==> src/rtl/motor_drive_pkg.sv <==
// Shared types, widths and duty arithmetic helper for the motor_drive PWM stage.
package motor_drive_pkg;

  typedef enum logic [1:0] {IDLE, RAMP, RUN, LOST} state_t;

  localparam int unsigned PID_W       = 11;
  localparam int unsigned PID_CENTER  = 500;
  localparam int unsigned PID_INVALID = 0;
  localparam int unsigned C_W         = 12;
  localparam int unsigned RAW_W       = 13;
  localparam int unsigned DUTY_W      = 11;

  // Clamp a signed raw duty to [0, max_duty], then limit it by the ramp cap.
  function automatic logic [DUTY_W-1:0] clamp_duty(input logic signed [RAW_W-1:0] raw,
                                                   input logic [DUTY_W-1:0] max_duty,
                                                   input logic [DUTY_W-1:0] cap);
    logic [DUTY_W-1:0] v;
    if (raw[RAW_W-1])
      v = '0;
    else if (raw > $signed({2'b00, max_duty}))
      v = max_duty;
    else
      v = DUTY_W'(raw);
    return (v < cap) ? v : cap;
  endfunction

endpackage

==> src/rtl/motor_drive_if.sv <==
// Control/status bundle between the PID side and the motor_drive PWM stage.
interface motor_drive_if;
  import motor_drive_pkg::*;

  logic              enable;
  logic [PID_W-1:0]  pid_in;
  logic              pwm_left;
  logic              pwm_right;
  logic [DUTY_W-1:0] duty_left;
  logic [DUTY_W-1:0] duty_right;
  logic              frame_start;
  logic              lost;

  modport master (output enable, pid_in,
                  input  pwm_left, pwm_right, duty_left, duty_right, frame_start, lost);
  modport slave  (input  enable, pid_in,
                  output pwm_left, pwm_right, duty_left, duty_right, frame_start, lost);
endinterface

==> src/rtl/motor_drive_pwm_timebase.sv <==
// Prescaler plus frame counter; tick advances cnt, wrap marks the last tick of a frame.
module pwm_timebase #(
  parameter  int unsigned PRESCALE   = 10,
  parameter  int unsigned PWM_PERIOD = 1000,
  localparam int unsigned PS_W       = $clog2(PRESCALE + 1),
  localparam int unsigned CNT_W      = $clog2(PWM_PERIOD + 1)
) (
  input  logic             clk,
  input  logic             rst,
  output logic             tick,
  output logic             wrap,
  output logic [CNT_W-1:0] cnt
);

  logic [PS_W-1:0] presc;

  assign tick = (presc == PS_W'(PRESCALE - 1));
  assign wrap = tick && (cnt == CNT_W'(PWM_PERIOD - 1));

  always_ff @(posedge clk) begin
    if (!rst) begin
      presc <= '0;
      cnt   <= '0;
    end else begin
      presc <= tick ? '0 : presc + PS_W'(1);
      if (tick) cnt <= wrap ? '0 : cnt + CNT_W'(1);
    end
  end

endmodule

==> src/rtl/motor_drive.sv <==
// Differential-drive PWM stage: PID output -> wheel duties with soft start and lost-line handling.
// Define MOTOR_DRIVE_RAMP_EN to build the soft-start RAMP state; otherwise the cap is fixed at MAX_DUTY.
module motor_drive
  import motor_drive_pkg::*;
#(
  parameter int unsigned PRESCALE    = 10,
  parameter int unsigned PWM_PERIOD  = 1000,
  parameter int unsigned BASE_DUTY   = 600,
  parameter int unsigned MAX_DUTY    = 1000,
  parameter int unsigned RAMP_STEP   = 250,
  parameter int unsigned LOST_FRAMES = 3
) (
  input  logic         clk,
  input  logic         rst,
  motor_drive_if.slave bus
);

  localparam int unsigned CNT_W = $clog2(PWM_PERIOD + 1);
  localparam int unsigned LC_W  = $clog2(LOST_FRAMES + 1);

  if (PRESCALE == 0 || MAX_DUTY > PWM_PERIOD || RAMP_STEP == 0 || LOST_FRAMES == 0) begin : g_bad_cfg
    $error("motor_drive: invalid parameter set");
  end

  logic             tick, wrap, frame_edge;
  logic [CNT_W-1:0] cnt;

  pwm_timebase #(.PRESCALE(PRESCALE), .PWM_PERIOD(PWM_PERIOD)) u_timebase (
    .clk  (clk),
    .rst  (rst),
    .tick (tick),
    .wrap (wrap),
    .cnt  (cnt)
  );

  assign frame_edge = wrap & tick;

  state_t            state, state_nx, enter_state;
  logic [DUTY_W-1:0] duty_l, duty_r, duty_l_nx, duty_r_nx, cap_step;
  logic [LC_W-1:0]   lost_cnt, lost_cnt_nx, lost_cnt_inc;
  logic              pwm_l, pwm_r, frame_start, lost;
  logic              pid_valid, lost_hit, tracking;
  logic signed [C_W-1:0]   c;
  logic signed [RAW_W-1:0] raw_l, raw_r;

  assign pid_valid    = (bus.pid_in != PID_W'(PID_INVALID));
  assign c            = $signed({1'b0, bus.pid_in}) - $signed(C_W'(PID_CENTER));
  assign raw_l        = $signed(RAW_W'(BASE_DUTY)) + $signed({c[C_W-1], c});
  assign raw_r        = $signed(RAW_W'(BASE_DUTY)) - $signed({c[C_W-1], c});
  assign lost_cnt_inc = lost_cnt + LC_W'(1);
  assign lost_hit     = (lost_cnt_inc == LC_W'(LOST_FRAMES));
  assign tracking     = (state == RAMP) || (state == RUN);

`ifdef MOTOR_DRIVE_RAMP_EN
  // IDLE and LOST restart the ramp from zero; RUN keeps cap at MAX_DUTY.
  logic [DUTY_W-1:0] cap, cap_base;
  logic [DUTY_W:0]   cap_sum;

  assign cap_base    = tracking ? cap : '0;
  assign cap_sum     = {1'b0, cap_base} + (DUTY_W + 1)'(RAMP_STEP);
  assign cap_step    = (cap_sum >= (DUTY_W + 1)'(MAX_DUTY)) ? DUTY_W'(MAX_DUTY) : cap_sum[DUTY_W-1:0];
  assign enter_state = (cap_step == DUTY_W'(MAX_DUTY)) ? RUN : RAMP;

  always_ff @(posedge clk) begin
    if (!rst || !bus.enable) cap <= '0;
    else if (frame_edge && pid_valid) cap <= cap_step;
  end
`else
  assign cap_step    = DUTY_W'(MAX_DUTY);
  assign enter_state = RUN;
`endif

  always_ff @(posedge clk) begin
    if (!rst) state <= IDLE;
    else      state <= state_nx;
  end

  always_comb begin
    state_nx = state;
    if (!bus.enable)
      state_nx = IDLE;
    else if (frame_edge) begin
      if (pid_valid)
        state_nx = enter_state;
      else if (tracking && lost_hit)
        state_nx = LOST;
    end
  end

  // Next duty/lost-counter values; invalid samples hold duties until LOST is reached.
  always_comb begin
    duty_l_nx   = duty_l;
    duty_r_nx   = duty_r;
    lost_cnt_nx = lost_cnt;
    if (!bus.enable) begin
      duty_l_nx   = '0;
      duty_r_nx   = '0;
      lost_cnt_nx = '0;
    end else if (frame_edge) begin
      if (pid_valid) begin
        duty_l_nx   = clamp_duty(raw_l, DUTY_W'(MAX_DUTY), cap_step);
        duty_r_nx   = clamp_duty(raw_r, DUTY_W'(MAX_DUTY), cap_step);
        lost_cnt_nx = '0;
      end else if (tracking) begin
        if (lost_hit) begin
          duty_l_nx   = '0;
          duty_r_nx   = '0;
          lost_cnt_nx = '0;
        end else begin
          lost_cnt_nx = lost_cnt_inc;
        end
      end
    end
  end

  always_ff @(posedge clk) begin
    if (!rst) begin
      duty_l      <= '0;
      duty_r      <= '0;
      lost_cnt    <= '0;
      pwm_l       <= 1'b0;
      pwm_r       <= 1'b0;
      frame_start <= 1'b0;
      lost        <= 1'b0;
    end else begin
      duty_l      <= duty_l_nx;
      duty_r      <= duty_r_nx;
      lost_cnt    <= lost_cnt_nx;
      pwm_l       <= (DUTY_W'(cnt) < duty_l);
      pwm_r       <= (DUTY_W'(cnt) < duty_r);
      frame_start <= frame_edge;
      lost        <= (state_nx == LOST);
    end
  end

  assign bus.duty_left   = duty_l;
  assign bus.duty_right  = duty_r;
  assign bus.pwm_left    = pwm_l;
  assign bus.pwm_right   = pwm_r;
  assign bus.frame_start = frame_start;
  assign bus.lost        = lost;

endmodule

==> src/flat_wrapper.sv <==
// flat-port wrapper written by rule: the top's interface ports become plain ports
module motor_drive_flat import motor_drive_pkg::*;
#(
  parameter int unsigned PRESCALE    = 10,
  parameter int unsigned PWM_PERIOD  = 1000,
  parameter int unsigned BASE_DUTY   = 600,
  parameter int unsigned MAX_DUTY    = 1000,
  parameter int unsigned RAMP_STEP   = 250,
  parameter int unsigned LOST_FRAMES = 3
)
  (clk, rst, bus_enable, bus_pid_in, bus_pwm_left, bus_pwm_right, bus_duty_left, bus_duty_right, bus_frame_start, bus_lost);
  motor_drive_if bus_i ();
  input  logic clk;
  input  logic rst;
  input wire logic [$bits(bus_i.enable)-1:0] bus_enable;
  input wire logic [$bits(bus_i.pid_in)-1:0] bus_pid_in;
  output wire logic [$bits(bus_i.pwm_left)-1:0] bus_pwm_left;
  output wire logic [$bits(bus_i.pwm_right)-1:0] bus_pwm_right;
  output wire logic [$bits(bus_i.duty_left)-1:0] bus_duty_left;
  output wire logic [$bits(bus_i.duty_right)-1:0] bus_duty_right;
  output wire logic [$bits(bus_i.frame_start)-1:0] bus_frame_start;
  output wire logic [$bits(bus_i.lost)-1:0] bus_lost;
  assign bus_i.enable = bus_enable;
  assign bus_i.pid_in = bus_pid_in;
  assign bus_pwm_left = bus_i.pwm_left;
  assign bus_pwm_right = bus_i.pwm_right;
  assign bus_duty_left = bus_i.duty_left;
  assign bus_duty_right = bus_i.duty_right;
  assign bus_frame_start = bus_i.frame_start;
  assign bus_lost = bus_i.lost;
  motor_drive #(.PRESCALE(PRESCALE), .PWM_PERIOD(PWM_PERIOD), .BASE_DUTY(BASE_DUTY), .MAX_DUTY(MAX_DUTY), .RAMP_STEP(RAMP_STEP), .LOST_FRAMES(LOST_FRAMES)) u_core (.clk(clk), .rst(rst), .bus(bus_i));
endmodule
==> config.mk <==
export PLATFORM = sky130hd
export DESIGN_NAME = motor_drive_flat
export DESIGN_NICKNAME = d
export VERILOG_FILES = /design/src/rtl/motor_drive_pkg.sv /design/src/rtl/motor_drive_if.sv /design/src/rtl/motor_drive_pwm_timebase.sv /design/src/rtl/motor_drive.sv /design/src/flat_wrapper.sv
export SDC_FILE = /design/constraint.sdc
export NUM_CORES = 1
export LEC_CHECK = 0
export ABC_AREA = 1
export CORE_MARGIN = 8
export CORE_UTILIZATION = 34
export CTS_CLUSTER_DIAMETER = 60
export CTS_CLUSTER_SIZE = 28
export DETAILED_ROUTE_END_ITERATION = 12
export PLACE_DENSITY_LB_ADDON = 0.25
export SKIP_CTS_REPAIR_TIMING = 1
export SLEW_MARGIN = 20
export SYNTH_ARGS = -nofsm -noshare
export SYNTH_HDL_FRONTEND = slang
export SYNTH_SLANG_ARGS = --single-unit
==> constraint.sdc <==
create_clock -name clk -period 3.55 [get_ports clk]
set_input_delay 0.8875 -clock clk [delete_from_list [all_inputs] [get_ports clk]]
set_output_delay 0.8875 -clock clk [all_outputs]
set_load 0.005 [all_outputs]
=== After elaboration in Yosys (flattened, before gate mapping) ===
Cells that the tools add are included.

* Memory bits (read-only): 0
* Latch bits: 0
* Bits in writable memories: 0
* Logic and storage cells: 64
* Memories: 0
* Output and inout port bits: 26
* Flip-flop bits (word level): 44

* Div/mod/pow operators: 0
* Add/sub/neg operators: 6
* Shift-type cells: 0
* Equality and inequality tests: 6
* Order comparisons: 6
* Bitwise gates (word level): 2
* Reduce and logical (&&, ||, !) cells: 10
* Multiplexer cells: 24
* Multiply operators: 0

{| class="wikitable"
|+ Operators by type and width
! kind !! count
|-
| 11-bit 2-to-1 mux || 16
|-
| 13-bit by 11-bit > comparator with 1-bit output (second input constant) || 2
|-
| 10-bit by 11-bit less-than comparator with 1-bit output || 2
|-
| 11-bit by 10-bit less-than comparator with 1-bit output (second input constant) || 2
|-
| 2-bit 2-to-1 mux || 7
|-
| 11-bit by 12-bit adder with 13-bit output (first input constant) || 1
|-
| 11-bit by 12-bit subtractor with 13-bit output (first input constant) || 1
|-
| 11-bit by 9-bit subtractor with 12-bit output (second input constant) || 1
|-
| 11-bit nonzero test || 1
|-
| 10-bit by 1-bit adder with 10-bit output (second input constant) || 1
|-
| 10-bit == test (second input constant) || 1
|-
| 10-bit 2-to-1 mux || 1
|-
| 2-bit == test (second input constant) || 3
|-
| 4-bit by 1-bit adder with 4-bit output (second input constant) || 1
|-
| 4-bit == test (second input constant) || 1
|-
| 2-bit AND reduction || 2
|-
| 2-bit nonzero test || 2
|-
| 3-bit AND reduction || 1
|-
| 2-bit by 1-bit adder with 2-bit output (second input constant) || 1
|-
| 2-bit by 1-bit == test with 1-bit output (second input constant) || 1
|-
| 1-bit logical AND || 2
|-
| 2-bit OR reduction || 1
|-
| 1-bit AND || 1
|-
| 1-bit logical OR || 1
|-
| 1-bit inverter || 1
|}

=== Depth between registers and ports, before layout ===
* Depth after elaboration: 11
* Depth in mapped cells: 21
* Gate-level depth less buffers: 21

=== Modules after synthesis ===
A second synthesis with hierarchy kept.

* Cell total of the unflattened synthesis: 487
* Area, all modules: 3283.1 um^2

{| class="wikitable"
|+ Modules (own cells, without submodules)
! module !! area each (um^2) !! times used !! sequential area each (um^2) !! cells an instance
|-
| motor_drive || 2536.2 || 1 || 600.6 || 388
|-
| pwm_timebase || 747.0 || 1 || 280.3 || 99
|}

=== Worst setup path after synthesis ===
OpenSTA, ideal clock, no wires.

* Kind: input port to flip-flop
* Start: in bus_pid_in[3]
* End: reg u_core.duty_l[3] (netlist: u_core.bus.duty_left[3])
* Path buffers: 0
* Library setup time: 67 ps
* Data arrival time: 2924 ps
* Cell stages on the path: 19
* Setup slack: 558 ps
* Cell sequence: inv_1 > ha_1 > inv_1 > nand2_1 > nand2_2 > inv_1 > ha_1 > a31o_2 > nor2_1 > nand2_1 > nor2_2 > nand3_2 > nand3_1 > nand2_4 > a21oi_2 > nand2_2 > nand2_1 > nand2_1 > a21oi_2

* Word-level cells in the longest chain between the ends: 11

{| class="wikitable"
|+ RTL lines
! what !! RTL line !! text
|-
| start, declared || flat_wrapper.sv:16 || <nowiki>input wire logic [$bits(bus_i.pid_in)-1:0] bus_pid_in;</nowiki>
|-
| 11-bit by 9-bit subtractor with 12-bit output || motor_drive.sv:47 || <nowiki>assign c = $signed({1'b0, bus.pid_in}) - $signed(C_W'(PID_CENTER));</nowiki>
|-
| 11-bit by 12-bit adder with 13-bit output || motor_drive.sv:48 || <nowiki>assign raw_l = $signed(RAW_W'(BASE_DUTY)) + $signed({c[C_W-1], c});</nowiki>
|-
| 13-bit by 11-bit > comparator with 1-bit output || motor_drive_pkg.sv:20 || <nowiki>else if (raw > $signed({2'b00, max_duty}))</nowiki>
|-
| 11-bit 2-to-1 mux || motor_drive_pkg.sv:20 ||
|-
| 11-bit 2-to-1 mux || motor_drive_pkg.sv:18 || <nowiki>if (raw[RAW_W-1])</nowiki>
|-
| 11-bit 2-to-1 mux || motor_drive.sv:100 || <nowiki>if (pid_valid) begin</nowiki>
|-
| 11-bit 2-to-1 mux || motor_drive.sv:99 || <nowiki>end else if (frame_edge) begin</nowiki>
|-
| 11-bit 2-to-1 mux || motor_drive.sv:95 || <nowiki>if (!bus.enable) begin</nowiki>
|-
| 11-bit by 10-bit less-than comparator with 1-bit output || motor_drive_pkg.sv:24 || <nowiki>return (v < cap) ? v : cap;</nowiki>
|-
| 11-bit 2-to-1 mux || motor_drive_pkg.sv:24 ||
|-
| 11-bit 2-to-1 mux || motor_drive.sv:100 ||
|-
| end signal, assigned || motor_drive.sv:126 || <nowiki>duty_l <= duty_l_nx;</nowiki>
|-
| end, declared || motor_drive.sv:39 || <nowiki>logic [DUTY_W-1:0] duty_l, duty_r, duty_l_nx, duty_r_nx, cap_step;</nowiki>
|}

Several ways; a longest one is shown, not always the timed one. The select of a mux whose other input is x is not followed.
A chain may end at the register's enable or synchronous reset.

=== Worst setup path after layout ===
* Start: in bus_pid_in[2]
* End: reg u_core.duty_l[3] (netlist: u_core.bus.duty_left[3])

Same word-level chain as after synthesis.

==> flow_summary.toml <==
[outcome]
outcome = "finished clean"

[layout]
antenna_cells = 0
fin_cells = 674
mostFrequentLayoutCells = "nand2_1 (96), inv_1 (79), dfxtp_1 (44)"
layout_commonest_cell = "nand2_1"
nFillCells = 1026
final_layout_size_suffix_gt1_share_pct = 15.3
final_nets = 585
area_growth_pct = 23.3

[die]
die_height_um = 115
num_rows = 36
die-area_um2 = 13300
core_um2 = 9640
start_util_pct = 34.7
io_pins = 40
die_w_um = 115

[run]
drv_cap = 0

[power_and_ir_drop]
seq_power_share_pct = 45.4
p_int_uw = 752
pwr-share-clk_pct = 29.5
p_total_mw = 1.10
p_switching_uw = 345
p_comb_share_pct = 25.1
p_per_area_nw_per_um2 = 266
switching_share_pct = 31.4
peakVddDrop_mv = 0.199
cellLeakagePower_nw = 1.70

[synth]
ys_ff_latch = 44
yosysWarnings = 0
ys_async_sr_fraction_pct = 0
yosysSeqAreaShare_pct = 26.3
synth_cells = 482
post_synth.cell_area_avg_um2 = 6.94
synth_area_um2 = 3340
synth.distinct_cells = 40
synth_edf_count = 0
synth_nets = 527
ys.flop_type = "dfxtp_1"

[routing]
routedWlPerCell_um = 12.7
routed_wirelength_um = 8540
drc = 0
num_vias = 3183
drt_iter0_markers = 123
avgViaCountPerCell = 4.72
final_antenna_net_count = 0
dr.pass1.iters = 6

[setup_path]
slowest_delay_ns = 0.49
start_kind = "input port"
endpoint_kind = "flip-flop"
critical_path_class = "in2reg"
crit_fanout = 4
critPathRequiredTime_ns = 3.76
regToRegSetupSlack_ns = 0.85
cp_data_arrival_time_ns = 3.49
path_cells = "clkdlybuf4s50_1 > inv_2 > ha_1 > inv_1 > nand2_1 > nand2_2 > inv_1 > ha_4 > a31o_2 > nor2_1 > nand2_1 > nor2_2 > nand3_4 > nand3_2 > nand2_4 > a21oi_2 > nand2_2 > nand2_1 > nand2_1 > a21oi_2"
cpMostUsedCell = "nand2_1"
crit_path_top_delay_cell = "clkdlybuf4s50_1"

[clocking]
cts_buffers = 5
clkLatencyLatePin_ns = 0.29
max-clock-path-buffers = 2
htree_levels = 2
clock-sinks = 44
clkTransAtPathRegs_ns = 0.08
cts_root_buf = "clkbuf_8"
cts_tree = "built"

[sta]
fin_crit_sh_pct = 92.4
worst_pin_slew_ns = 0.941
slew_viol_final = 0
setup_violations = 0
rsz0062_at_grt = "false"
fin_crit_ns = 3.28
slew_headroom_pct = 37.1
clock_skew_ns = 0.00464
hold_violations = 0
max_freq_mhz = 305

[grt]
grt_pass1_wl_um = 14600
grt_overflow = 0
grt_pass1_vias = 3089
antenna_found_initial = 0
grt_max_degree = 27
groute.usage.overall_pct = 13.6

[min_path]
holdCritPathClass = "reg2reg"

[placement]
portBuffers = 39
hpwl_um = 7120
dpl.cell_count = 666
gp_congestion = 0.920
-- Yosys cell counts, types with 3 or more instances --
cell type,n,area [um^2]
nand2_1,96,360
inv_1,79,297
dfxtp_1,44,881
a21oi_1,40,200
nor2_1,37,139
ha_1,31,388
nand3_1,31,155
nand2_2,14,87.6
nand4_1,13,81.3
o21ai_0,11,55.1
nor3_1,10,50.1
nand2_4,9,101
o211ai_1,7,52.6
inv_2,6,22.5
nand3_2,6,60.1
xor2_1,6,52.6
nor4_1,4,25.0
xnor2_1,4,35.0
a21oi_2,3,26.3
nor2_2,3,18.8
-- layer usage --
| metal | wire length [um] | global-route usage, % |
|---|---|---|
| met2 | 3770 | 21.6 |
| met5 | 0 | 0 |
| met1 | 4250 | 18.4 |
| met4 | 48 | 2.36 |
| met3 | 475 | 3.10 |
-- per-stage QoR --
step | utilization, % | setup slack [ns] | hold WS (ns) | area [um^2] | setup TNS [ns]
final | 42.8 | 0.271 | 0.457 | 4120 | 0
after global routing | 42.8 | 0.0111 | 0.496 | 4120 | 0
after CTS | 42.4 | 0.222 | 0.459 | 4090 | 0
after detailed placement | 41.5 | -0.0747 | 0.447 | 4000 | -0.258
after global placement | 41.5 | 0.00896 | 0.441 | 4000 | 0
after floorplan | - | 0.558 | 0.433 | 3340 | 0
-- final timing paths --
path | cells past startpoint | start | end
worst min-delay path | 2 | u_core.bus.duty_right[10] | u_core.bus.duty_right[10]
worst max-delay path | 20 | bus_pid_in[2] | u_core.bus.duty_left[3]
worst max register to register | 11 | u_core.u_timebase.presc[0] | u_core.bus.duty_left[9]
worst min register to register | 2 | u_core.bus.duty_right[10] | u_core.bus.duty_right[10]
-- logic make-up (layout without fill, tap and decap cells) --
family | count (synthesis) | in the layout | share of synthesized area [%]
AO/OA/AOI/OAI | 72 | 72 | 12.9
flip-flops | 44 | 44 | 26.3
AND/OR/NAND/NOR | 231 | 231 | 34.7
XOR/XNOR | 11 | 11 | 3.44
buffers and inverters | 93 | 152 | 11.0
adder cells (fa/ha/maj) | 31 | 31 | 11.6
-- registers in the layout, indices dropped and copies added (netlist names) --
register                 flops
u_core.bus.pwm_left          1
u_core.bus.duty_left        11
u_core.bus.frame_start       1
u_core.u_timebase.presc      4
u_core.bus.duty_right       11
u_core.state                 2
u_core.u_timebase.cnt       10
u_core.bus.pwm_right         1
u_core.bus.lost              1
u_core.lost_cnt              2
-- power by group through the flow --
stage | clock network (mW) | logic (mW) | registers, mW
after detailed placement | 0 | 0.267 | 0.510
after floorplan | 0 | 0.187 | 0.510
final | 0.324 | 0.275 | 0.498
after global placement | 0 | 0.263 | 0.510
after global routing | 0.350 | 0.310 | 0.499
after CTS | 0.331 | 0.268 | 0.498
-- critical path: cells and delay by family --
family,cells,cell delay (ns)
AO/OA/AOI/OAI,3,0.50
adder cells (fa/ha/maj),2,0.47
buffers and inverters,4,0.69
AND/OR/NAND/NOR,11,0.95
-- area by class of cell --
cell class / instances / area, um^2 / share of cell area, %
repair buffers: 56 / 518 / 12.6
well taps: 133 / 166 / 4.04
inverters: 88 / 338 / 8.20
clock inverters: 2 / 10.0 / 0.243
multi-input cells: 345 / 2130 / 51.6
clock buffers: 6 / 82.6 / 2.00
flip-flops and latches: 44 / 881 / 21.4
Note: power is estimated with default switching activity, not from simulation.
